## config.mk

```make
export PLATFORM = sky130hd
export DESIGN_NAME = spi_xfer_arbiter
export DESIGN_NICKNAME = d
export VERILOG_FILES = /design/src/rtl/spi_xfer_arbiter.sv
export SDC_FILE = /design/constraint.sdc
export NUM_CORES = 1
export LEC_CHECK = 0
export ABC_AREA = 1
export CORE_MARGIN = 1
export CORE_UTILIZATION = 40
export DETAILED_ROUTE_END_ITERATION = 8
export GPL_TIMING_DRIVEN = 1
export MAX_ROUTING_LAYER = met4
export PLACE_DENSITY = 0.77
export SYNTH_ARGS = -nofsm -noshare
export SYNTH_HDL_FRONTEND = slang
export SYNTH_SLANG_ARGS = --single-unit
export TNS_END_PERCENT = 10
```

## constraint.sdc

```tcl
create_clock -name clk -period 2.3 [get_ports clk]
set_input_delay 0.46 -clock clk [delete_from_list [all_inputs] [get_ports clk]]
set_output_delay 0.46 -clock clk [all_outputs]
set_load 0.05 [all_outputs]
```

## src/rtl/spi_xfer_arbiter.sv

```systemverilog
// rtl/spi_xfer_arbiter.sv - round-robin arbiter sharing one SPI master engine
//
// Purpose:
//   Grants one of NUM_REQ requesters at a time (round-robin), hands the
//   winner's 16-bit command to the SPI master with a one-cycle strobe, waits
//   for spi_done or a timeout, then returns a per-requester ack/err pulse and
//   holds an idle gap on the bus before the next grant.
//
// Ports:
//   clk          in   system clock, all logic on posedge
//   rst          in   synchronous active-high reset
//   req          in   [NUM_REQ-1:0] request per requester, held until ack/err
//   req_cmd      in   [16*NUM_REQ-1:0] command of requester i at [16*i+15:16*i]
//   ack          out  [NUM_REQ-1:0] 1-cycle pulse, transaction completed
//   err          out  [NUM_REQ-1:0] 1-cycle pulse, transaction timed out
//   rsp_data     out  [15:0] read data of last completed transaction
//   busy         out  high whenever the arbiter is not idle
//   spi_wrt      out  1-cycle start strobe to the SPI master
//   spi_cmd      out  [15:0] command to the SPI master, held until next grant
//   spi_done     in   1-cycle completion pulse from the SPI master
//   spi_rd_data  in   [15:0] SPI master read data, valid with spi_done

module spi_xfer_arbiter #(
  parameter int NUM_REQ    = 4,
  parameter int GAP_CYCLES = 4,
  parameter int TIMEOUT    = 4096
) (
  input  logic                   clk,
  input  logic                   rst,
  input  logic [NUM_REQ-1:0]     req,
  input  logic [16*NUM_REQ-1:0]  req_cmd,
  output logic [NUM_REQ-1:0]     ack,
  output logic [NUM_REQ-1:0]     err,
  output logic [15:0]            rsp_data,
  output logic                   busy,
  output logic                   spi_wrt,
  output logic [15:0]            spi_cmd,
  input  logic                   spi_done,
  input  logic [15:0]            spi_rd_data
);

  localparam int GW = $clog2(NUM_REQ);
  localparam int TW = $clog2(TIMEOUT);

  typedef enum logic [1:0] {
    S_IDLE = 2'd0,
    S_BUSY = 2'd1,
    S_GAP  = 2'd2
  } state_t;

  state_t              r_state;
  logic [NUM_REQ-1:0]  r_ack;
  logic [NUM_REQ-1:0]  r_err;
  logic [15:0]         r_rsp;
  logic                r_busy;
  logic                r_wrt;
  logic [15:0]         r_cmd;
  // The current grant and the round-robin pointer are always the same value,
  // so one register serves both roles.
  logic [GW-1:0]       r_last_gnt;
  logic [TW-1:0]       r_tmo;
  logic [7:0]          r_gap;

  state_t              w_state_nxt;
  logic [NUM_REQ-1:0]  w_ack_nxt;
  logic [NUM_REQ-1:0]  w_err_nxt;
  logic [15:0]         w_rsp_nxt;
  logic                w_wrt_nxt;
  logic [15:0]         w_cmd_nxt;
  logic [GW-1:0]       w_last_nxt;
  logic [TW-1:0]       w_tmo_nxt;
  logic [7:0]          w_gap_nxt;

  logic                w_found;
  logic [GW-1:0]       w_winner;
  logic [GW-1:0]       w_idx;
  logic [15:0]         w_win_cmd;

  // Round-robin search: first active request at or after last_gnt+1, wrapping.
  always_comb begin
    w_found  = 1'b0;
    w_winner = '0;
    w_idx    = '0;
    for (int k = 1; k <= NUM_REQ; k++) begin
      w_idx = GW'((int'(r_last_gnt) + k) % NUM_REQ);
      if (!w_found && req[w_idx]) begin
        w_found  = 1'b1;
        w_winner = w_idx;
      end
    end
  end

  always_comb begin
    w_win_cmd = '0;
    for (int i = 0; i < NUM_REQ; i++) begin
      if (w_winner == GW'(i)) begin
        w_win_cmd = req_cmd[16*i +: 16];
      end
    end
  end

  always_comb begin
    w_state_nxt = r_state;
    w_ack_nxt   = '0;
    w_err_nxt   = '0;
    w_rsp_nxt   = r_rsp;
    w_wrt_nxt   = 1'b0;
    w_cmd_nxt   = r_cmd;
    w_last_nxt  = r_last_gnt;
    w_tmo_nxt   = r_tmo;
    w_gap_nxt   = r_gap;
    case (r_state)
      S_IDLE: begin
        if (w_found) begin
          w_last_nxt  = w_winner;
          w_cmd_nxt   = w_win_cmd;
          w_wrt_nxt   = 1'b1;
          w_tmo_nxt   = '0;
          w_state_nxt = S_BUSY;
        end
      end
      S_BUSY: begin
        w_tmo_nxt = r_tmo + 1'b1;
        // A done arriving on the final timeout cycle still counts as success.
        if (spi_done) begin
          w_rsp_nxt             = spi_rd_data;
          w_ack_nxt[r_last_gnt] = 1'b1;
          w_gap_nxt             = 8'(GAP_CYCLES);
          w_state_nxt           = S_GAP;
        end else if (r_tmo == TW'(TIMEOUT - 1)) begin
          w_err_nxt[r_last_gnt] = 1'b1;
          w_gap_nxt             = 8'(GAP_CYCLES);
          w_state_nxt           = S_GAP;
        end
      end
      S_GAP: begin
        // Ack/err cycle is the first GAP cycle, giving the requester time to
        // drop req before IDLE samples it again.
        if (r_gap == 8'd0) begin
          w_state_nxt = S_IDLE;
        end else begin
          w_gap_nxt = r_gap - 1'b1;
        end
      end
      default: begin
        w_state_nxt = S_IDLE;
      end
    endcase
  end

  always_ff @(posedge clk) begin
    if (rst) begin
      r_state    <= S_IDLE;
      r_ack      <= '0;
      r_err      <= '0;
      r_rsp      <= '0;
      r_busy     <= 1'b0;
      r_wrt      <= 1'b0;
      r_cmd      <= '0;
      r_last_gnt <= GW'(NUM_REQ - 1);
      r_tmo      <= '0;
      r_gap      <= '0;
    end else begin
      r_state    <= w_state_nxt;
      r_ack      <= w_ack_nxt;
      r_err      <= w_err_nxt;
      r_rsp      <= w_rsp_nxt;
      r_busy     <= (w_state_nxt != S_IDLE);
      r_wrt      <= w_wrt_nxt;
      r_cmd      <= w_cmd_nxt;
      r_last_gnt <= w_last_nxt;
      r_tmo      <= w_tmo_nxt;
      r_gap      <= w_gap_nxt;
    end
  end

  assign ack      = r_ack;
  assign err      = r_err;
  assign rsp_data = r_rsp;
  assign busy     = r_busy;
  assign spi_wrt  = r_wrt;
  assign spi_cmd  = r_cmd;

endmodule
```

==> implementation parameters, run 1 <==
Parameter                              Value

Placement
  I/O Buffers    128
  Weighted congestion reported at the end of routability-driven placement    0.8627
  Total cell area at the placement stage    roughly 5000 um^2
  Detailed-placement wirelength estimate    7328 um

STA
  Fin Clk Skew    0.01415 ns
  Final count of pins violating max slew    0
  Hold WS    0.4666 ns
  Transition time at the pin with the least slew margin    0.5563 ns
  Final count of negative-setup-slack endpoints    0
  Timing-limited maximum frequency    ~460 MHz
  Setup TNS    0 ns
  Unrepaired setup endpoints after global routing    true
  Final Hold Violating Endpoints    0
  Relative slew margins    0.6280
  Final worst path period share    0.9368
  Clock period minus worst slack    2.155 ns

Floorplan
  Area of the core    8258 um^2
  Die Footprint    8955 um^2
  I/O pin total    129
  Height of the chip    around 95 um
  Initial cell density of the core    0.4156
  Number of placement rows    33
  DIE WIDTH    roughly 95 um

Finish
  Number of filler cells placed in the layout    760
  Area of all placed cells without fillers    5200 um^2
  Count of nets after finishing    ~750
  Antenna diode instance count    0
  Layout overhead on the synthesized area    51.51%
  Proportion of layout cells with a drive suffix above 1    0.1126
  Layout Utilization    0.6297

Logic synthesis
  Commonest cells post-synth    118 x nand2_1, 73 x nor2_1, 66 x dfxtp_1, 49 x inv_1, 40 x nand3_1
  Number of synthesized flops with an enable pin    0
  Top cell type by total area after synthesis    dfxtp_1
  Synthesis warning total    0
  Simple-gate area share of the yosys netlist    0.3536
  Share of Yosys cell area claimed by the top area cell type    0.3850
  Number of synthesized register bits    66
  Post-synth net total    598
  Commonest register cell after synthesis    dfxtp_1
  Largest family of logic cells by synthesized area    simple AND/OR/NAND/NOR gates
  Summed instance area of the synthesized netlist    3432 um^2
  Adder and majority cell fraction of the synthesized area    0.02552
  Post-synth cell types    32
  Most frequently used cell type in the post-synthesis netlist    nand2_1
  Synthesized area per cell    a little under 7 um^2
  Compound-Gate Fraction of Synth Area    0.1280
  Number of instances in the synthesized netlist    504
  Multiplexer share of the synthesized area    0
  Fraction of the yosys area taken by sequential cells    0.3850
  Ys async rst share    0
  Most area-consuming cells after synthesis    dfxtp_1 38%, nand2_1 13%, nor2_1 8.0%
  Post-synthesis xor/xnor area fraction    0.01276

Drt
  DRC viols    0
  Overall routed net length    9517 um
  1st-iter DRT viols    187
  Vias    3,744
  Count of antenna-violating nets left after detailed routing    0
  Via density    just under 5
  First-pass iteration count of the detailed router    4
  WL per Instance    12.49 um

Critical path
  Launch point of the worst reg-to-reg path    r_last_gnt[0]
  Source of the critical timing path    req[0]
  CP Data Required Time    2.54 ns
  Kind of start point of the critical path    input port
  Maximum fanout along the worst path    15
  Nature of the critical path endpoint    flip-flop
  WS Path Type    input port to flip-flop
  CP arrival    2.39 ns

Global routing
  Vias in the first global route    3,604
  Number of antenna violations at the first check in global routing    0
  Global-route usage over all layers    0.2316
  Overflow left after global routing    0
  First-pass GRT wire length    15,840 um
  Largest net degree at the start of global routing    30

Power
  Switching Fraction    0.4931
  Cell area power density    roughly 1500 nW/um^2
  Relative contribution of combinational cells to total power    0.681
  Leak    2.216 nW
  Power share of the clock group    0.114
  Fraction of power consumed by sequential logic    0.206
  Internal portion of total power    3.882 mW
  Switching pwr    3.776 mW
  Peak supply drop    ~0.84 mV

Clock network
  Hold buffer count at CTS    0
  H-tree level count    3
  Skew-Pair Late Insertion Delay    roughly 0.35 ns
  TritonCTS buffer count    9
  CTS root buf    clkbuf_8
  Clock tree from TritonCTS    built
  Clock transition at the registers of the reported paths    0.07 ns
  # clock sinks    66
  Number of buffers between clock root and the deepest sink    2

Run
  Max Cap Violations    0

Worst hold path
  Hold wc startpoint    spi_cmd[6]
  Worst min-delay path category    flip-flop to flip-flop

Status
  Outcome    finished, final reports clean
## cell usage in the layout (no fill, tap or decap), drive strengths merged, types with 2 or more instances in the layout
master         synthesis  final
nor2                  78     78
a21oi                 30     30
buf                    9     28
nand4                 19     19
inv                   54     54
clkbuf                 9     11
ha                     7      7
a31oi                  2      2
clkinvlp               0      3
nand3                 45     45
xor2                   5      5
dfxtp                 66     66
clkinv                 1      2
o21ai                 47     47
a211oi                 3      3
nor4                   2      2
clkdlybuf4s50          0    128
nand2                123    123
## logic make-up (layout without fill, tap and decap cells)
logic type,Yosys count,in the layout
AND/OR/NAND/NOR,269,269
adder cells (fa/ha/maj),7,7
buffers and inverters,73,226
flip-flops,66,66
XOR/XNOR,5,5
AO/OA/AOI/OAI,84,84
## sequential cells by signal, indices dropped and copies added, names as in the netlist
name        count
err             4
r_state         2
spi_cmd        16
r_gap           8
busy            1
r_last_gnt      2
r_tmo          12
spi_wrt         1
rsp_data       16
ack             4
## layer usage
layer,routed length (um),vias to the layer above,track usage
met3,698,22,0.07327
met4,201,0,0.08586
met2,4600,125,0.3837
met1,4017,1663,0.2602
li1,-,1934,-
met5,0,-,-
## power by group through the flow
| stage | clock [mW] | combinational, mW | sequential, mW |
|---|---|---|---|
| 4_1_cts | 0.897 | 5.03 | 1.57 |
| 5_1_grt | 0.947 | 5.74 | 1.61 |
| 3_3_place_gp | 0 | 4.92 | 1.59 |
| 6_report | 0.871 | 5.21 | 1.57 |
| 3_5_place_dp | 0 | 5.01 | 1.59 |
| 2_1_floorplan | 0 | 2.88 | 2.18 |
## area by class of cell
type / count / area [um^2] / share of cell area
Clock buffer: 11 / 151.4 / 0.02911
Clock inverter: 4 / 27.53 / 0.005294
Inverter: 55 / 207.7 / 0.03994
Multi-Input combinational cell: 365 / 1832 / 0.3523
Sequential cell: 66 / 1321 / 0.2541
Tap cell: 105 / 131.4 / 0.02526
Timing Repair Buffer: 156 / 1529 / 0.2940
## worst max-delay path: stages
cell	delay, ns
clkdlybuf4s50_1	0.51
inv_1	0.06
nand2_2	0.07
nand3_2	0.10
nand2_4	0.10
nor2_1	0.07
a21oi_2	0.19
nand3_4	0.19
nand2_4	0.14
buf_12	0.14
clkinv_2	0.08
nand2_1	0.07
nand2_1	0.06
nor2_2	0.11
nor2_1	0.04
## stage by stage
| step | instances | setup WS [ns] | total power [mW] |
|---|---|---|---|
| after floorplan | 504 | 0.1308 | 5.056 |
| after CTS | 759 | 0.02336 | 7.500 |
| after global placement | 744 | -0.1218 | 6.511 |
| after detailed placement | 744 | -0.2157 | 6.605 |
| final | 762 | 0.1453 | 7.658 |
| after global routing | 762 | -0.02530 | 8.298 |
## worst paths after layout
check        cells past startpoint          end  slack, ns
max                             15  spi_cmd[12]       0.15
min                              2   spi_cmd[6]       0.47
max reg2reg                     15  spi_cmd[12]       0.16
min reg2reg                      2   spi_cmd[6]       0.47
## timing repair
| action | 4_1_cts | 5_1_grt |
|---|---|---|
| hold endpoints to repair | 0 | 0 |
| endpoints found under the setup margin | 0 | 24 |
| gates resized for setup | 0 | 12 |
| buffers inserted | 0 | 3 |
Power figures use the tool's default switching activity.
==> run 2, diff against run 1 <==
- CORE_UTILIZATION: 40 -> 45
- PLACE_DENSITY: 0.77 -> 0.81
- clock period: 2.3 -> 2.1 ns (I/O delays scaled with it)
==> implementation parameters, run 2 (same netlist as run 1, synthesis figures left out) <==
Parameter                              Value

Finish
  Count of nets after finishing    755 (was 747)
  Non-filler instance count after layout    765 (was 762)
  Storage cell area    1325 um^2 (was 1321 um^2)
  Multi-input gate area in the final layout    1947 um^2 (was 1832 um^2)
  Antenna diode instance count    0 (unchanged)
  Most common cell after layout, fill and taps aside    clkdlybuf4s50_1 (unchanged)
  Proportion of layout cells with a drive suffix above 1    0.1637 (was 0.1126)
  Layout overhead on the synthesized area    58.99% (was 51.51%)
  Number of filler cells placed in the layout    509 (was 760)
  Layout Utilization    0.7443 (was 0.6297)
  Commonest non-fill, non-tap cells in the layout    125 x clkdlybuf4s50_1, 115 x nand2_1, 68 x nor2_1 (was 128 x clkdlybuf4s50_1, 116 x nand2_1, 70 x nor2_1)

Clock network
  Hold buffer count at CTS    0 (unchanged)
  # clock sinks    66 (unchanged)
  Clock tree from TritonCTS    built (unchanged)
  H-tree level count    3 (unchanged)
  Number of buffers between clock root and the deepest sink    2 (unchanged)
  CTS root buf    clkbuf_8 (unchanged)
  TritonCTS buffer count    9 (unchanged)
  Skew-Pair Late Insertion Delay    0.34 ns (was 0.35 ns)
  Clock transition at the registers of the reported paths    0.08 ns (was 0.07 ns)

Drt
  1st-iter DRT viols    192 (was 187)
  Overall routed net length    10,590 um (was 9517 um)
  Vias    3,894 (was 3,744)
  WL per Instance    13.85 um (was 12.49 um)
  First-pass iteration count of the detailed router    4 (unchanged)
  DRC viols    0 (unchanged)
  Count of antenna-violating nets left after detailed routing    0 (unchanged)
  Via density    5.090 (was 4.913)

Placement
  Detailed-placement wirelength estimate    7392 um (was 7328 um)
  Placed Cells    736 (was 744)
  Weighted congestion reported at the end of routability-driven placement    0.8890 (was 0.8627)
  I/O Buffers    128 (unchanged)

Global routing
  Number of antenna violations at the first check in global routing    0 (unchanged)
  Largest net degree at the start of global routing    23 (was 30)
  Overflow left after global routing    0 (unchanged)
  First-pass GRT wire length    16,680 um (was 15,840 um)
  Global-route usage over all layers    0.2825 (was 0.2316)
  Vias in the first global route    3,782 (was 3,604)

Floorplan
  Number of placement rows    31 (was 33)
  Area of the core    7331 um^2 (was 8258 um^2)
  Height of the chip    89.33 um (was 94.63 um)
  DIE WIDTH    89.33 um (was 94.63 um)
  Initial cell density of the core    0.4682 (was 0.4156)
  I/O pin total    129 (unchanged)
  Die Footprint    7980 um^2 (was 8955 um^2)

Critical path
  WS Path Type    input port to flip-flop (unchanged)
  CP arrival    2.44 ns (was 2.39 ns)
  Kind of start point of the critical path    input port (unchanged)
  Worst-case register-to-register setup slack    -0.05 ns (was 0.16 ns)
  CP Data Required Time    2.36 ns (was 2.54 ns)
  Maximum fanout along the worst path    8 (was 15)
  Nature of the critical path endpoint    flip-flop (unchanged)

Status
  Outcome    finished, violations left (was finished, final reports clean)
  Violations in the final reports    negative setup slack

STA
  Final worst path period share    1.038
  Final count of negative-setup-slack endpoints    1 (was 0)
  Unrepaired setup endpoints after global routing    true (unchanged)
  Fin Clk Skew    0.007938 ns (was 0.01415 ns)
  Clock period minus worst slack    2.179 ns
  Setup TNS    -0.07895 ns (was 0 ns)
  Final count of pins violating max slew    0 (unchanged)
  Timing-limited maximum frequency    458.9 MHz
  Final Hold Violating Endpoints    0 (unchanged)
  Relative slew margins    0.6317 (was 0.6280)
  Setup slack after layout    -0.07895 ns (was 0.1453 ns)
  Transition time at the pin with the least slew margin    0.5507 ns (was 0.5563 ns)

Power
  Leak    2.316 nW (was 2.216 nW)
  Cell area power density    1730 nW/um^2 (was 1473 nW/um^2)
  Peak supply drop    1.211 mV (was 0.8358 mV)

Worst hold path
  Worst min-delay path category    flip-flop to flip-flop (unchanged)

Run
  Max Cap Violations    0 (unchanged)
[run 2: area by class of cell]
cell class,count,share of cell area
multi-input combinational,366,0.3568
timing repair buffer,162,0.2937
sequential,66,0.2428
inverter,55,0.03852
clock buffer,10,0.02339
tap,99,0.02270
clock inverter,6,0.02110
timing repair inverter,1,0.0009172
[run 2: repair_timing]
action,in CTS,in global routing
pin swaps,6,16
setup endpoints to repair,9,35
resized for setup,11,36
gates cloned,2,1
setup buffers,2,8
[run 2: final timing paths]
| check | startpoint | to | cells past startpoint |
|---|---|---|---|
| worst max-delay path | req[2] | spi_cmd[4] | 14 |
| worst min-delay path | r_tmo[0] | r_tmo[0] | 1 |
| worst min register to register | r_tmo[0] | r_tmo[0] | 1 |
| worst max register to register | r_last_gnt[0] | spi_cmd[4] | 14 |
[run 2: routing by layer]
layer / routed length [um] / part of all wire / GRT usage
met5: 0 / 0 / -
met4: 204 / 0.019 / 0.09235
met3: 731 / 0.069 / 0.09972
met2: 5445 / 0.51 / 0.4837
met1: 4212 / 0.40 / 0.3048
[run 2: worst max-delay path: stages]
cell and delay (ns):
clkdlybuf4s50_1 0.52, inv_1 0.07, nand2_1 0.07, nand3_2 0.11
nand2_4 0.13, nor2_4 0.06, a21oi_4 0.15, nand3_4 0.11
buf_6 0.16, nor2_4 0.18, nand2_1 0.10, nand4_1 0.08
nand2_1 0.08, a21oi_1 0.20
[run 2: metrics by stage]
stage          setup slack, ns  power (mW)  area, um^2  hold slack [ns]
6_report              -0.07895       9.438        5456           0.4560
5_1_grt                -0.1919       10.11        5456           0.4703
4_1_cts                0.01266       8.846        5264           0.4732
3_5_place_dp           -0.3583       7.145        4933           0.4611
3_3_place_gp           -0.2387       7.020        4933           0.4534
2_1_floorplan          0.02776       5.560        3445           0.4453
[run 2: power by group]
group | internal (mW) | leakage, nW | switching [mW]
clock network | 0.793 | 0.117 | 0.497
logic | 2.52 | 1.66 | 3.88
registers | 1.57 | 0.540 | 0.172
total | 4.88 | 2.32 | 4.55
